==> config.mk <==
export PLATFORM = sky130hd
export DESIGN_NAME = ddr_pixel_unpacker
export DESIGN_NICKNAME = d
export VERILOG_FILES = /design/src/rtl/ddr_video_pkg.sv /design/src/rtl/word_fifo.sv /design/src/rtl/ddr_pixel_unpacker.sv
export SDC_FILE = /design/constraint.sdc
export NUM_CORES = 1
export LEC_CHECK = 0
export CORE_MARGIN = 3
export CORE_UTILIZATION = 35
export DETAILED_ROUTE_END_ITERATION = 12
export PLACE_DENSITY_LB_ADDON = 0.15
export SYNTH_ARGS = -nofsm -noshare
export SYNTH_HDL_FRONTEND = slang
export SYNTH_SLANG_ARGS = --single-unit
==> constraint.sdc <==
create_clock -name clk -period 11.6 [get_ports clk]
set_input_delay 2.32 -clock clk [delete_from_list [all_inputs] [get_ports clk]]
set_output_delay 2.32 -clock clk [all_outputs]
set_load 0.005 [all_outputs]
==> src/rtl/ddr_video_pkg.sv <==
// rtl/ddr_video_pkg.sv - shared widths, defaults, pixel type and request states for DDR video readback
package ddr_video_pkg;
  localparam int PIXELS_PER_WORD      = 5;
  localparam int PIXEL_BITS           = 24;
  localparam int WORD_BITS            = 128;
  localparam int DEF_MAX_ADDRESS      = 39322;
  localparam int DEF_NUMBER_OF_PIXELS = 196608;
  localparam int DEF_NUMBER_OF_FRAMES = 226;

  typedef logic [PIXEL_BITS-1:0] rgb888_t;

  typedef enum logic [1:0] {IDLE, REQ, WAIT_DATA, DONE} req_state_t;

  // Slot 4 lands on [119:96]; the top byte of a word never carries pixel data.
  function automatic rgb888_t word_slot(input logic [WORD_BITS-1:0] word, input logic [2:0] slot);
    return word[PIXEL_BITS*slot +: PIXEL_BITS];
  endfunction
endpackage

==> src/rtl/word_fifo.sv <==
// rtl/word_fifo.sv - DEPTH x WIDTH synchronous word buffer with push/pop/full/empty/count
module word_fifo #(
  parameter int DEPTH = 4,
  parameter int WIDTH = 128,
  parameter int CW    = $clog2(DEPTH) + 1
) (
  input  logic             clk,
  input  logic             rst_n,
  input  logic             push,
  input  logic [WIDTH-1:0] din,
  input  logic             pop,
  output logic [WIDTH-1:0] dout,
  output logic             full,
  output logic             empty,
  output logic [CW-1:0]    count
);
  localparam int AW = $clog2(DEPTH);

  logic [WIDTH-1:0] mem_q [DEPTH];
  logic [AW-1:0]    wr_ptr_q, wr_ptr_d, rd_ptr_q, rd_ptr_d;
  logic [CW-1:0]    count_q, count_d;
  logic             push_ok, pop_ok;

  assign full    = (count_q == CW'(DEPTH));
  assign empty   = (count_q == '0);
  assign count   = count_q;
  assign dout    = mem_q[rd_ptr_q];
  assign push_ok = push && !full;
  assign pop_ok  = pop && !empty;

  always_comb begin
    wr_ptr_d = wr_ptr_q + AW'(push_ok);
    rd_ptr_d = rd_ptr_q + AW'(pop_ok);
    count_d  = count_q + CW'(push_ok) - CW'(pop_ok);
  end

  always_ff @(posedge clk or negedge rst_n) begin
    if (!rst_n) begin
      wr_ptr_q <= '0;
      rd_ptr_q <= '0;
      count_q  <= '0;
    end else begin
      wr_ptr_q <= wr_ptr_d;
      rd_ptr_q <= rd_ptr_d;
      count_q  <= count_d;
    end
  end

  always_ff @(posedge clk) begin
    if (push_ok) mem_q[wr_ptr_q] <= din;
  end
endmodule

==> src/rtl/ddr_pixel_unpacker.sv <==
// rtl/ddr_pixel_unpacker.sv - single-outstanding DDR word reader and 5-pixel-per-word RGB888 stream unpacker
// Optional LOOP_PLAYBACK_EN: wrap to address 0 after the last frame instead of parking in DONE.
module ddr_pixel_unpacker
  import ddr_video_pkg::*;
#(
  parameter int MAX_ADDRESS      = DEF_MAX_ADDRESS,
  parameter int NUMBER_OF_PIXELS = DEF_NUMBER_OF_PIXELS,
  parameter int NUMBER_OF_FRAMES = DEF_NUMBER_OF_FRAMES,
  parameter int FIFO_DEPTH       = 4,
  parameter int ADDR_WIDTH       = 24
) (
  input  logic                  clk,
  input  logic                  cpu_resetn,
  input  logic                  enable,
  input  logic                  end_of_write,
  output logic                  rd_en_out,
  output logic [ADDR_WIDTH-1:0] rd_addr_out,
  input  logic                  busy_read,
  input  logic                  ddr_read_ready,
  input  logic [WORD_BITS-1:0]  rd_data_in,
  output logic                  pix_valid,
  input  logic                  pix_ready,
  output rgb888_t               pix_data,
  output logic                  pix_sof,
  output logic                  pix_eof,
  output logic                  seq_done
);
  localparam int WCW = (MAX_ADDRESS > 1) ? $clog2(MAX_ADDRESS) : 1;
  localparam int PCW = (NUMBER_OF_PIXELS > 1) ? $clog2(NUMBER_OF_PIXELS) : 1;
  localparam int FCW = (NUMBER_OF_FRAMES > 1) ? $clog2(NUMBER_OF_FRAMES) : 1;
  localparam int CW  = $clog2(FIFO_DEPTH) + 1;

  req_state_t            state_q, state_d;
  logic                  rd_en_q, rd_en_d;
  logic [ADDR_WIDTH-1:0] addr_q, addr_d;
  logic [WCW-1:0]        word_cnt_q, word_cnt_d;
  logic [FCW-1:0]        frame_cnt_q, frame_cnt_d;

  logic                  fifo_push, fifo_pop, fifo_full, fifo_empty;
  logic [CW-1:0]         fifo_count;
  logic [WORD_BITS-1:0]  fifo_dout;

  logic [WORD_BITS-1:0]  cur_word_q, cur_word_d, src_word;
  logic [2:0]            slot_q, slot_d, src_slot;
  logic                  have_word_q, have_word_d;
  logic                  pix_valid_q, pix_valid_d;
  rgb888_t               pix_data_q, pix_data_d;
  logic                  pix_sof_q, pix_sof_d, pix_eof_q, pix_eof_d;
  logic                  pix_last_frame_q, pix_last_frame_d;
  logic [PCW-1:0]        pix_cnt_q, pix_cnt_d;
  logic [FCW-1:0]        out_frame_q, out_frame_d;
  logic                  seq_done_q, seq_done_d;
  logic                  at_eof, at_last_frame;

  word_fifo #(.DEPTH(FIFO_DEPTH), .WIDTH(WORD_BITS), .CW(CW)) u_fifo (
    .clk  (clk),
    .rst_n(cpu_resetn),
    .push (fifo_push),
    .din  (rd_data_in),
    .pop  (fifo_pop),
    .dout (fifo_dout),
    .full (fifo_full),
    .empty(fifo_empty),
    .count(fifo_count)
  );

  always_comb begin
    state_d     = state_q;
    addr_d      = addr_q;
    word_cnt_d  = word_cnt_q;
    frame_cnt_d = frame_cnt_q;
    fifo_push   = 1'b0;
    case (state_q)
      // Nothing is in flight while IDLE, so any free slot is enough to reserve room.
      IDLE: if (enable && end_of_write && (fifo_count < CW'(FIFO_DEPTH))) state_d = REQ;
      REQ:  if (busy_read) state_d = WAIT_DATA;
      WAIT_DATA: begin
        if (ddr_read_ready) begin
          fifo_push = 1'b1;
          state_d   = IDLE;
          if (word_cnt_q == WCW'(MAX_ADDRESS - 1)) begin
            word_cnt_d = '0;
            if (frame_cnt_q == FCW'(NUMBER_OF_FRAMES - 1)) begin
              frame_cnt_d = '0;
              addr_d      = '0;
`ifdef LOOP_PLAYBACK_EN
              state_d     = IDLE;
`else
              state_d     = DONE;
`endif
            end else begin
              frame_cnt_d = frame_cnt_q + FCW'(1);
              addr_d      = addr_q + ADDR_WIDTH'(1);
            end
          end else begin
            word_cnt_d = word_cnt_q + WCW'(1);
            addr_d     = addr_q + ADDR_WIDTH'(1);
          end
        end
      end
      DONE: begin
        if (!enable) begin
          state_d     = IDLE;
          addr_d      = '0;
          word_cnt_d  = '0;
          frame_cnt_d = '0;
        end
      end
      default: state_d = IDLE;
    endcase
    rd_en_d = (state_d == REQ);
  end

  always_comb begin
    cur_word_d       = cur_word_q;
    slot_d           = slot_q;
    have_word_d      = have_word_q;
    pix_valid_d      = pix_valid_q;
    pix_data_d       = pix_data_q;
    pix_sof_d        = pix_sof_q;
    pix_eof_d        = pix_eof_q;
    pix_last_frame_d = pix_last_frame_q;
    pix_cnt_d        = pix_cnt_q;
    out_frame_d      = out_frame_q;
    fifo_pop         = 1'b0;
    src_word         = cur_word_q;
    src_slot         = slot_q;
    at_eof           = (pix_cnt_q == PCW'(NUMBER_OF_PIXELS - 1));
    at_last_frame    = (out_frame_q == FCW'(NUMBER_OF_FRAMES - 1));
    seq_done_d       = pix_valid_q && pix_ready && pix_eof_q && pix_last_frame_q;
    if (pix_valid_q && pix_ready) pix_valid_d = 1'b0;
    // An exhausted word is refilled straight from the FIFO head so slot 0 loads in the pop cycle.
    if ((!pix_valid_q || pix_ready) && (have_word_q || !fifo_empty)) begin
      if (!have_word_q) begin
        fifo_pop = 1'b1;
        src_word = fifo_dout;
        src_slot = 3'd0;
      end
      pix_valid_d      = 1'b1;
      pix_data_d       = word_slot(src_word, src_slot);
      pix_sof_d        = (pix_cnt_q == '0);
      pix_eof_d        = at_eof;
      pix_last_frame_d = at_last_frame;
      cur_word_d       = src_word;
      slot_d           = src_slot + 3'd1;
      have_word_d      = (src_slot != 3'(PIXELS_PER_WORD - 1)) && !at_eof;
      if (at_eof) begin
        pix_cnt_d   = '0;
        out_frame_d = at_last_frame ? '0 : out_frame_q + FCW'(1);
      end else begin
        pix_cnt_d   = pix_cnt_q + PCW'(1);
      end
    end
  end

  always_ff @(posedge clk or negedge cpu_resetn) begin
    if (!cpu_resetn) begin
      state_q          <= IDLE;
      rd_en_q          <= 1'b0;
      addr_q           <= '0;
      word_cnt_q       <= '0;
      frame_cnt_q      <= '0;
      cur_word_q       <= '0;
      slot_q           <= '0;
      have_word_q      <= 1'b0;
      pix_valid_q      <= 1'b0;
      pix_data_q       <= '0;
      pix_sof_q        <= 1'b0;
      pix_eof_q        <= 1'b0;
      pix_last_frame_q <= 1'b0;
      pix_cnt_q        <= '0;
      out_frame_q      <= '0;
      seq_done_q       <= 1'b0;
    end else begin
      state_q          <= state_d;
      rd_en_q          <= rd_en_d;
      addr_q           <= addr_d;
      word_cnt_q       <= word_cnt_d;
      frame_cnt_q      <= frame_cnt_d;
      cur_word_q       <= cur_word_d;
      slot_q           <= slot_d;
      have_word_q      <= have_word_d;
      pix_valid_q      <= pix_valid_d;
      pix_data_q       <= pix_data_d;
      pix_sof_q        <= pix_sof_d;
      pix_eof_q        <= pix_eof_d;
      pix_last_frame_q <= pix_last_frame_d;
      pix_cnt_q        <= pix_cnt_d;
      out_frame_q      <= out_frame_d;
      seq_done_q       <= seq_done_d;
    end
  end

  no_push_when_full: assert property (@(posedge clk) disable iff (!cpu_resetn) !(fifo_push && fifo_full));

  assign rd_en_out   = rd_en_q;
  assign rd_addr_out = addr_q;
  assign pix_valid   = pix_valid_q;
  assign pix_data    = pix_data_q;
  assign pix_sof     = pix_sof_q;
  assign pix_eof     = pix_eof_q;
  assign seq_done    = seq_done_q;
endmodule

# Yosys cells after proc, flatten, opt, wreduce, memory -nomap -nowiden

Memories as Yosys holds them, arrays and structs flattened.
Index checks and enable logic that the tools add are counted.

Bitwise operators: 0
Multipliers: 1
Reduce and logical (&&, ||, !) cells: 23
$lt $le $gt $ge: 1
Equality and inequality tests: 13
Div/mod/pow operators: 0
Add/subtract/negate cells: 10
Multiplexer cells: 35
Shift operators: 1

Operator list:

| cell                                             | count |
|---|---|
| two-way mux 128 bit                              | 2 |
| variable part select 128 x 9 -> 24 bit           | 1 |
| two-way mux 24 bit                               | 4 |
| two-way mux 16 bit                               | 3 |
| case mux 24 bit (2 select lines)                 | 1 |
| two-way mux 8 bit                                | 5 |
| case mux 16 bit (2 select lines)                 | 1 |
| adder 24 x 1 -> 24 bit (second input constant)   | 1 |
| adder 18 x 1 -> 18 bit (second input constant)   | 1 |
| == test 18 bit (second input constant)           | 1 |
| zero test 18 bit                                 | 1 |
| two-way mux 18 bit                               | 1 |
| adder 16 x 1 -> 16 bit (second input constant)   | 1 |
| adder 8 x 1 -> 8 bit (second input constant)     | 2 |
| == test 16 bit (second input constant)           | 1 |
| == test 8 bit (second input constant)            | 2 |
| case mux 8 bit (2 select lines)                  | 1 |
| two-way mux 2 bit                                | 6 |
| logical AND 1 bit                                | 9 |
| two-way mux 1 bit                                | 8 |
| case mux 2 bit (4 select lines)                  | 1 |
| two-way mux 3 bit                                | 2 |
| inequality test 2 bit (second input constant)    | 3 |
| multiplier 2 x 3 -> 5 bit (first input constant) | 1 |
| 17 further kinds                                 | 25 |

Memories kept: 1
Bits in registers: 245
Input bits: 135
Bits in writable memories: 512
Word-level logic and storage cells: 104
Memory bits (read-only): 0
Latch bits: 0
Output and inout bits: 53

Memory list:

| name         | words | width | read ports | clocked after memory_dff | wr ports | RTL line        | text |
|---|---|---|---|---|---|---|---|
| u_fifo.mem_q | 4     | 128   | 1          | 0                        | 1        | word_fifo.sv:19 | `logic [WIDTH-1:0] mem_q [DEPTH];` |

# Longest topological paths before layout

Gate-level depths: netlist of run 1.

Depth after elaboration: 7
Depth in mapped cells: 12
Depth with buffers taken out: 10

# Hierarchy

A second synthesis of run 1 with hierarchy kept.

Cells, all modules: 1,596
Area total of the unflattened synthesis: 29,871.1 um^2

Modules (own cells, without submodules):

| module             | area an instance (um^2) | cells each | sequential area each (um^2) | times used |
|---|---|---|---|---|
| word_fifo          | 18,859.3                | 700        | 15,549.9                    | 1 |
| ddr_pixel_unpacker | 11,011.8                | 896        | 5,955.7                     | 1 |

# Least setup slack after synthesis of run 1

No wires, ideal clock.

Path kind: input -> register
Start point: input ddr_read_ready
End point: memory u_fifo.mem_q[0][0] (enable)
Data required time: 10.802 ns
Stages on the path: 3
Arrival time: 11.964 ns
Library setup time: 0.798 ns
Buffers on the path: 0
Setup slack: -1.162 ns
Cells stage by stage: nand2_1 a21oi_1 nor3b_1

Word-level cells in the longest chain between the ends: 5

RTL lines:

| item                                    | RTL line                 | text |
|---|---|---|
| start: declaration                      | ddr_pixel_unpacker.sv:19 | `input logic ddr_read_ready,` |
| two-way mux 1 bit                       | ddr_pixel_unpacker.sv:78 | `if (ddr_read_ready) begin` |
| two-way mux 1 bit                       | ddr_pixel_unpacker.sv:73 | `case (state_q)` |
| logical AND 1 bit                       | word_fifo.sv:28          | `assign push_ok = push && !full;` |
| two-way mux 1 bit                       | word_fifo.sv:50          | `if (push_ok) mem_q[wr_ptr_q] <= din;` |
| two-way mux 1 bit (implied by the code) | word_fifo.sv:50          |  |
| end: declaration                        | word_fifo.sv:19          |  |

Every way passes these cells.

# Worst setup path after layout of run 1

Start point: input pix_ready
End point: register cur_word_q[15]

Word-level cells in the longest chain between the ends: 2

RTL lines:

| item                   | RTL line                  | text |
|---|---|---|
| start: declaration     | ddr_pixel_unpacker.sv:22  | `input logic pix_ready,` |
| logical OR 1 bit       | ddr_pixel_unpacker.sv:133 | `if ((!pix_valid_q \|\| pix_ready) && (have_word_q \|\| !fifo_empty)) begin` |
| logical AND 1 bit      | ddr_pixel_unpacker.sv:133 |  |
| end signal: assignment | ddr_pixel_unpacker.sv:180 | `cur_word_q <= cur_word_d;` |
| end: declaration       | ddr_pixel_unpacker.sv:43  | `logic [WORD_BITS-1:0] cur_word_q, cur_word_d, src_word;` |

Every way passes these cells.
A chain may end at the register's enable or synchronous reset.

==> out/results.ini, run 1 <==
[yosys]
syn_nets=1804
ys_ff_latch=757
synth_fa_ha_area_share_pct=0.693
synthMuxAreaShare_pct=16.5
netlist_instances=1653
synth_xor_area_share_pct=1.26
yosysTopAreaCellShare_pct=51.3
yosys_warnings=0
yosys.area_share.simple_pct=5.05
async_reset_ff_share_pct=32.4
netlist-cell-type-count=69
ys_seq_area_share_pct=71.8
synth_area_leaders=edfxtp_1, dfrtp_1, mux4_2
synth_area_leader_cell=edfxtp_1
synth_edf_count=512
synth_compound_area_share_pct=3.36
yosys_most_used_dff=edfxtp_1
synth.avg_cell_area_um2=18.1
synth_top_family_by_area=multiplexers
netlist_area_um2=29900

[timing]
drv_slew=0
period_share_pct=46.0
holdWs_ps=475
fin_tns_setup_ps=0
fin_worst_skew_ps=16.5
finalSetupViolations=0
period_needed_ps=5330
worst_pin_slew_ps=1270
rsz0062_at_grt=no
fmax_ghz=0.188
final_hold_viol_count=0
max_slew_margin_pct=14.5

[drt]
drc=0
first_pass_iters=5
drt_iter0_markers=986
vias_per_cell=5.10
ant_nets=0
vias=15691
wl_per_cell_um=23.4
wirelength_um=71900

[clock_tree]
cts_root_buf=clkbuf_16
worstSkewPairLatency_ps=620
cts_tree=built
clk_pin_slew_worst_paths_ps=60
numCtsBuffers=82
clk_path_buf_depth=3
cts.repair.resized=0
holdBufCountCts=0
cts_sinks=757
htreeDepth=3
postCtsSetupRepairBufs=0

[placed_design]
gp_congestion=0.788
port_buffers=187
dp_hpwl_um=45300

[worst_setup_path]
cp_top_family=buffers and inverters
cpPeakStageDelay_ps=840
cp_max_fo=66
critPathRequiredTime_ps=12090
path_class=in -> reg
cp.arrival_ps=5830
critical-path-top-cell-by-count=buf_4
start_kind=primary input
critPathCaptureType=flop
slowest_stage=buf_4
worst-path-buf-inv=3
cp_cell_sequence=clkdlybuf4s50_1 > nor2b_1 > or2_2 > nor2_4 > buf_4 > buf_4 > mux2_2

[floorplan]
die-area_um2=89100
die_w_um=299
die_y_um=299
rows=106
start_util_pct=35.6
io_pins=188
core_area_um2=84200

[finish]
final_common_cell=edfxtp_1
area_growth_pct=19.5
nNetsFinal=2024
layout_common_cells=edfxtp_1, dfrtp_1, clkdlybuf4s50_1, mux4_2, mux2_2
drive_gt1_share_pct=22.8

[grt]
grtUsageTotal_pct=16.2
grt_antenna_before_repair=9
grt_pass1_vias=16240
grt_max_degree=129
overflow=0
grt_pass1_wl_um=108000

[power]
peakVddDrop_uv=127
cellPowerDensity_nw_per_um2=232
p_leak_uw=0.0125

[worst_hold_path]
hold_path.class=reg -> reg

[run_status]
status=complete, no violations

[flow_run]
drv_cap=0

[per-stage QoR]
stage	cells	total power (uW)	worst slack (ps)	utilization, %	area [um2]
floorplan	1653	5010	2930	-	30000
global placement	2923	5860	5700	39.4	33200
detailed placement	2923	5890	5630	39.4	33200
CTS	3075	8450	6270	42.5	35800
global route	3075	8730	6040	42.5	35800
finish	3076	8310	6270	42.5	35800
[cell type report]
class / instances / area, um2
antenna: 1 / 2.50
clock buffer: 123 / 2390
clock inverter: 29 / 236
fill: 7510 / 48400
inverter: 25 / 93.8
multi-input combinational: 798 / 8070
sequential: 757 / 21500
tap: 1134 / 1420
timing repair buffer: 209 / 2050
[per-layer routing]
metal	wire length (um)	part of all wire (%)	up-vias	global-route usage, %
met4	1880	2.6	4	4.62
li1	-	-	6965	-
met2	33700	47	375	25.2
met3	3350	4.7	106	2.99
met5	26	0.036	-	0
met1	33000	46	8241	23.4
[registers in the layout, summed over array words and instances, names as in the netlist, 2 cells and up]
name	cells
slot_q	3
word_cnt_q	16
pix_data	24
u_fifo.mem_q	512
u_fifo.count	3
out_frame_q	8
u_fifo.rd_ptr_q	2
cur_word_q	128
state_q	2
frame_cnt_q	8
rd_addr_out	24
u_fifo.wr_ptr_q	2
pix_cnt_q	18
[report_power, final]
group | switching [uW] | internal [uW]
clock | 1050 | 1470
sequential | 331 | 3330
combinational | 1050 | 1070
total | 2440 | 5870
[kinds of logic after synthesis]
group,after synthesis
xor gates and xnor gates,43
buffers and inverters,98
muxes,290
adders and majority gates,16
DFF,757
and+or+nand+nor,288
AOI/OAI and AO/OA,161
[cell usage after synthesis (all sizes together), types with 14 or more instances]
library cell  number
xnor2             18
ha                15
nand3             25
a21oi             32
xor2              25
dfrtp            245
nand2             76
edfxtp           512
nor4              14
buf               36
o21ai             67
and3              17
inv               25
mux4             149
mux2             130
nand4             22
clkbuf            37
nand2b            14
nor2              61
[worst paths after layout]
path | from | endpoint | slack (ps) | cells past startpoint
max | pix_ready | cur_word_q[15] | 6270 | 7
min | pix_data[23] | pix_data[23] | 480 | 1
max reg2reg | have_word_q | cur_word_q[15] | 7770 | 7
min reg2reg | pix_data[23] | pix_data[23] | 480 | 1
max in group asynchronous | cpu_resetn | u_fifo.rd_ptr_q[1] | 8140 | 2
min in group asynchronous | cpu_resetn | pix_data[21] | 1770 | 1
(Power assumes the default switching activity.)
==> inputs of run 2 (changes only) <==
Clock period 11.6 ns to 4.35 ns, I/O delays scaled along.
==> run 2 against run 1 <==
Effect of this change:
- clock power grew to 2.8 times the previous value
- setup slack worse by 4700 ps
- cell area up 1.3%
- first-iteration DRC count down 10%
- critical path depth increased by 4
- sequential power increased to 2.7 times the previous value
- hold slack worse by 150 ps
- clock-buffer cell count down 2
- core utilization is 0.56 points higher
- via count increased by 0.29%
- critical endpoint is now u_fifo.count[2]
- largest power group unchanged
==> out/results.ini, run 2 (synthesized netlist as in run 1, its figures left out) <==
[run_status]
status=complete, no violations

[clock_tree]
holdBufCountCts=0
cts_tree=built
clk_path_buf_depth=3
numCtsBuffers=84
htreeDepth=3
postCtsSetupRepairBufs=0
cts_root_buf=clkbuf_16
clk_pin_slew_worst_paths_ps=60
cts_sinks=757
cts.repair.resized=0
worstSkewPairLatency_ps=630

[timing]
period_needed_ps=2790
final_hold_viol_count=0
worst_pin_slew_ps=984
fin_worst_skew_ps=28.3
rsz0062_at_grt=no
finalSetupViolations=0
drv_slew=0
fmax_ghz=0.359
max_slew_margin_pct=33.8
holdWs_ps=321
period_share_pct=64.1

[floorplan]
start_util_pct=35.6
rows=106
io_pins=188
die-area_um2=89100
die_y_um=299
die_w_um=299
core_area_um2=84200

[worst_setup_path]
path_class=in -> reg
cp.arrival_ps=3290
cp_max_fo=5
worst-path-buf-inv=3
critPathRequiredTime_ps=4850
slowest_stage=nor2b_1
cp_cell_sequence=clkdlybuf4s50_1 > nor2b_1 > or2_2 > nor2_4 > ha_1 > inv_1 > ha_1 > inv_1 > fa_1 > xnor2_1 > xnor2_1
cp_top_family=simple AND/OR/NAND/NOR gates
start_kind=primary input
cpPeakStageDelay_ps=510
critPathCaptureType=flop

[grt]
grt_pass1_vias=16761
grt_max_degree=130
overflow=0
grt_antenna_before_repair=3
grt_pass1_wl_um=110000
grtUsageTotal_pct=16.3

[drt]
wl_per_cell_um=23.3
drc=0
wirelength_um=72100
ant_nets=0
drt_iter0_markers=885
vias_per_cell=5.09
vias=15736
first_pass_iters=4

[placed_design]
dp_hpwl_um=46200
gp_congestion=0.772
port_buffers=187

[finish]
largest_reg_flops=512
layout_common_cells=edfxtp_1, dfrtp_1, clkdlybuf4s50_1, mux4_2, mux2_2
final_common_cell=edfxtp_1
fillers=7455
fin_util_pct=43.1
reg_top3=u_fifo.mem_q (512), cur_word_q (128)
area_growth_pct=21.1
drive_gt1_share_pct=23.9
nNetsFinal=2037
largest-register=u_fifo.mem_q

[power]
p_leak_uw=0.0127
cellPowerDensity_nw_per_um2=627
peakVddDrop_uv=375

[flow_run]
drv_cap=0

[worst_hold_path]
hold_path.class=in -> async

run 2: final cells by class:
class                           instances  area [um2]  share of cell area (%)
Timing Repair Buffer                  220        2310                    6.38
Tap cell                             1134        1420                    3.91
Antenna cell                            1        2.50                 0.00690
Multi-Input combinational cell        798        8100                    22.3
Inverter                               25        93.8                   0.259
Sequential cell                       757       21500                    59.3
Clock inverter                         36         452                    1.25
Clock buffer                          121        2360                    6.51
run 2: routing by layer:
metal / GRT usage (%) / share of wire, % / up-vias
met2: 26.1 / 47 / 362
li1: - / - / 6991
met3: 2.91 / 4.7 / 93
met5: 0 / 0 / -
met1: 23.4 / 46 / 8290
met4: 3.62 / 1.7 / 0
run 2: worst paths after layout:
| path | start | endpoint | slack [ps] | cells past startpoint |
|---|---|---|---|---|
| hold / removal | cpu_resetn | cur_word_q[106] | 320 | 1 |
| setup / recovery | pix_ready | u_fifo.count[2] | 1560 | 11 |
| hold reg to reg | pix_data[23] | pix_data[23] | 480 | 1 |
| setup reg to reg | have_word_q | u_fifo.count[2] | 1590 | 11 |
| max in group asynchronous | cpu_resetn | cur_word_q[16] | 3090 | 2 |
| min in group clk | pix_data[23] | pix_data[23] | 480 | 1 |
run 2: per-stage QoR:
| step | area (um2) | setup WS, ps | power [uW] | setup TNS [ps] | instances |
|---|---|---|---|---|---|
| after floorplan | 30000 | -428 | 13400 | -54780 | 1653 |
| after global placement | 33400 | 999 | 15800 | 0 | 2934 |
| after detailed placement | 33400 | 929 | 15900 | 0 | 2934 |
| after CTS | 36300 | 1510 | 23100 | 0 | 3091 |
| after global routing | 36300 | 1390 | 23900 | 0 | 3091 |
| final | 36300 | 1560 | 22700 | 0 | 3092 |
run 2: report_power, final:
group | leakage (uW) | internal, uW | switching [uW] | total [uW]
Clock | 0.00138 | 4280 | 2880 | 7150
Sequential | 0.00763 | 8870 | 980 | 9850
Combinational | 0.00370 | 2950 | 2770 | 5720
==> inputs of run 3 (changes only) <==
Clock period 4.35 ns to 2.9 ns, I/O delays scaled along.
==> run 3 against run 2 <==
Effect of this change:
- combinational power increased by 60%
- global-route usage increased by 0.18 points
- wire length increased by 1.3%
- critical path depth decreased by 7
- sequential cell count unchanged
- clock skew decreased by 5.5 ps
- sequential power increased by 49%
- cell area increased by 1.0%
- core utilization increased by 0.44 points
- setup slack got worse by 1100 ps
- final cell count increased by 1.5%
- largest cell class unchanged
- largest power group unchanged
==> out/results.ini, run 3 (synthesized netlist as in run 1, its figures left out) <==
[run_status]
status=complete, no violations

[clock_tree]
holdBufCountCts=1
postCtsSetupRepairBufs=0
clk_pin_slew_worst_paths_ps=60
worstSkewPairLatency_ps=630
cts_root_buf=clkbuf_16
numCtsBuffers=83
htreeDepth=3
cts.repair.resized=0
clk_path_buf_depth=3
cts_sinks=757
cts_tree=built

[power]
peakVddDrop_uv=446
cellPowerDensity_nw_per_um2=924
p_clk_share_pct=29.7
power_frac_seq_pct=43.3
p_int_uw=23800
switching_share_pct=29.8
comb_power_share_pct=27.0
p_sw_uw=10100
p_leak_uw=0.0129

[placed_design]
dp_hpwl_um=49500
port_buffers=187
dp_slack_ps=10.1
dpl_cell_area_um2=34000
gp_congestion=0.778

[finish]
fillers=7389
largest-register=u_fifo.mem_q
reg_top3=u_fifo.mem_q (512), cur_word_q (128)
area_growth_pct=22.3
layout_common_cells=edfxtp_1, dfrtp_1, clkdlybuf4s50_1, mux4_2, mux2_2
nNetsFinal=2086
fin_area_um2=36600
largest_reg_flops=512
fin_util_pct=43.5
final_common_cell=edfxtp_1
drive_gt1_share_pct=25.2

[timing]
final_hold_viol_count=0
period_needed_ps=2400
fin_worst_skew_ps=22.9
max_slew_margin_pct=40.7
fmax_ghz=0.417
holdWs_ps=445
worst_pin_slew_ps=881
rsz0062_at_grt=no
fin_tns_setup_ps=0
period_share_pct=82.8
finalSetupViolations=0
layout_setup_ws_ps=500
drv_slew=0

[drt]
drc=0
wirelength_um=73000
drt_iter0_markers=936
vias=15866
vias_per_cell=5.05
wl_per_cell_um=23.3
ant_nets=0
first_pass_iters=5

[worst_setup_path]
cp.arrival_ps=2880
worst-path-buf-inv=1
cpPeakStageDelay_ps=730
cp_top_family=flip-flops
slowest_stage=dfrtp_4
rrSetupSlack_ps=500
critPathCaptureType=flop
critPathRequiredTime_ps=3380
start_kind=flop
cp_cell_sequence=buf_12 > mux4_2 > o21ai_0 > o21ai_0
cp_max_fo=22
critical-path-top-cell-by-count=o21ai_0
path_class=reg -> reg

[flow_run]
drv_cap=0

[grt]
grt_use_met2_pct=25.4
overflow=0
grt.busiest_layer=met2
grt_antenna_before_repair=3
grtUsageTotal_pct=16.5
use_met1_pct=24.1
grt_pass1_vias=16548
grt_max_degree=69
gr-usage-met3_pct=2.94
grt_pass1_wl_um=110000

[floorplan]
die-area_um2=89100
die_y_um=299
core_area_um2=84200
die_w_um=299
rows=106
io_pins=188
start_util_pct=35.6

[worst_hold_path]
hold_path.class=in -> async

-- run 3: cell count changes in the layout (fill, tap and decap cells not counted), moves of 5 or more --
cell,previous run,this run
buf_4,18,51
buf_12,15,31
clkinv_1,4,18
clkbuf_1,25,19
clkbuf_8,12,6
bufinv_16,8,3
-- run 3: layer usage --
| layer | up-vias | share of wire [%] | wire length [um] |
|---|---|---|---|
| li1 | 7090 | - | - |
| met1 | 8333 | 46 | 33900 |
| met2 | 346 | 47 | 34200 |
| met4 | 0 | 2.3 | 1680 |
| met5 | - | 0 | 0 |
| met3 | 97 | 4.5 | 3300 |
-- run 3: power groups by stage --
| stage | logic, uW | clock network (uW) | registers, uW |
|---|---|---|---|
| after global routing | 9830 | 10900 | 14900 |
| final | 9130 | 10100 | 14700 |
| after global placement | 9220 | 0 | 14800 |
| after floorplan | 5850 | 0 | 14200 |
| after detailed placement | 9310 | 0 | 14900 |
| after CTS | 9340 | 10400 | 14700 |
-- run 3: final timing paths --
| kind | start | depth (start not counted) | to |
|---|---|---|---|
| setup / recovery | u_fifo.rd_ptr_q[0] | 4 | pix_data[7] |
| hold / removal | cpu_resetn | 2 | pix_data[23] |
| setup reg to reg | u_fifo.rd_ptr_q[0] | 4 | pix_data[7] |
| hold reg to reg | pix_data[19] | 1 | pix_data[19] |
| max in group asynchronous | cpu_resetn | 3 | cur_word_q[97] |
| min in group clk | pix_data[19] | 1 | pix_data[19] |
-- run 3: final cells by class --
cell class / instances / area [um2] / share of cell area, %
Clock inverter: 45 / 360 / 0.984
Antenna cell: 1 / 2.50 / 0.00683
Multi-Input combinational cell: 798 / 8090 / 22.1
Tap cell: 1134 / 1420 / 3.87
Sequential cell: 757 / 21500 / 58.7
Inverter: 25 / 93.8 / 0.256
Timing Repair Buffer: 270 / 2890 / 7.89
Clock buffer: 109 / 2260 / 6.16
-- run 3: worst register-to-register path: cells and delay by family (launching register included) --
kind,cells,cell delay [ps]
AO/OA/AOI/OAI,2,630
buffers and inverters,1,300
flip-flops,1,730
multiplexers,1,590
-- run 3: through the flow --
step                power (uW)  instances
CTS                      34500       3138
floorplan                20000       1653
detailed placement       24200       2983
global placement         24100       2983
global route             35600       3139
finish                   33800       3139
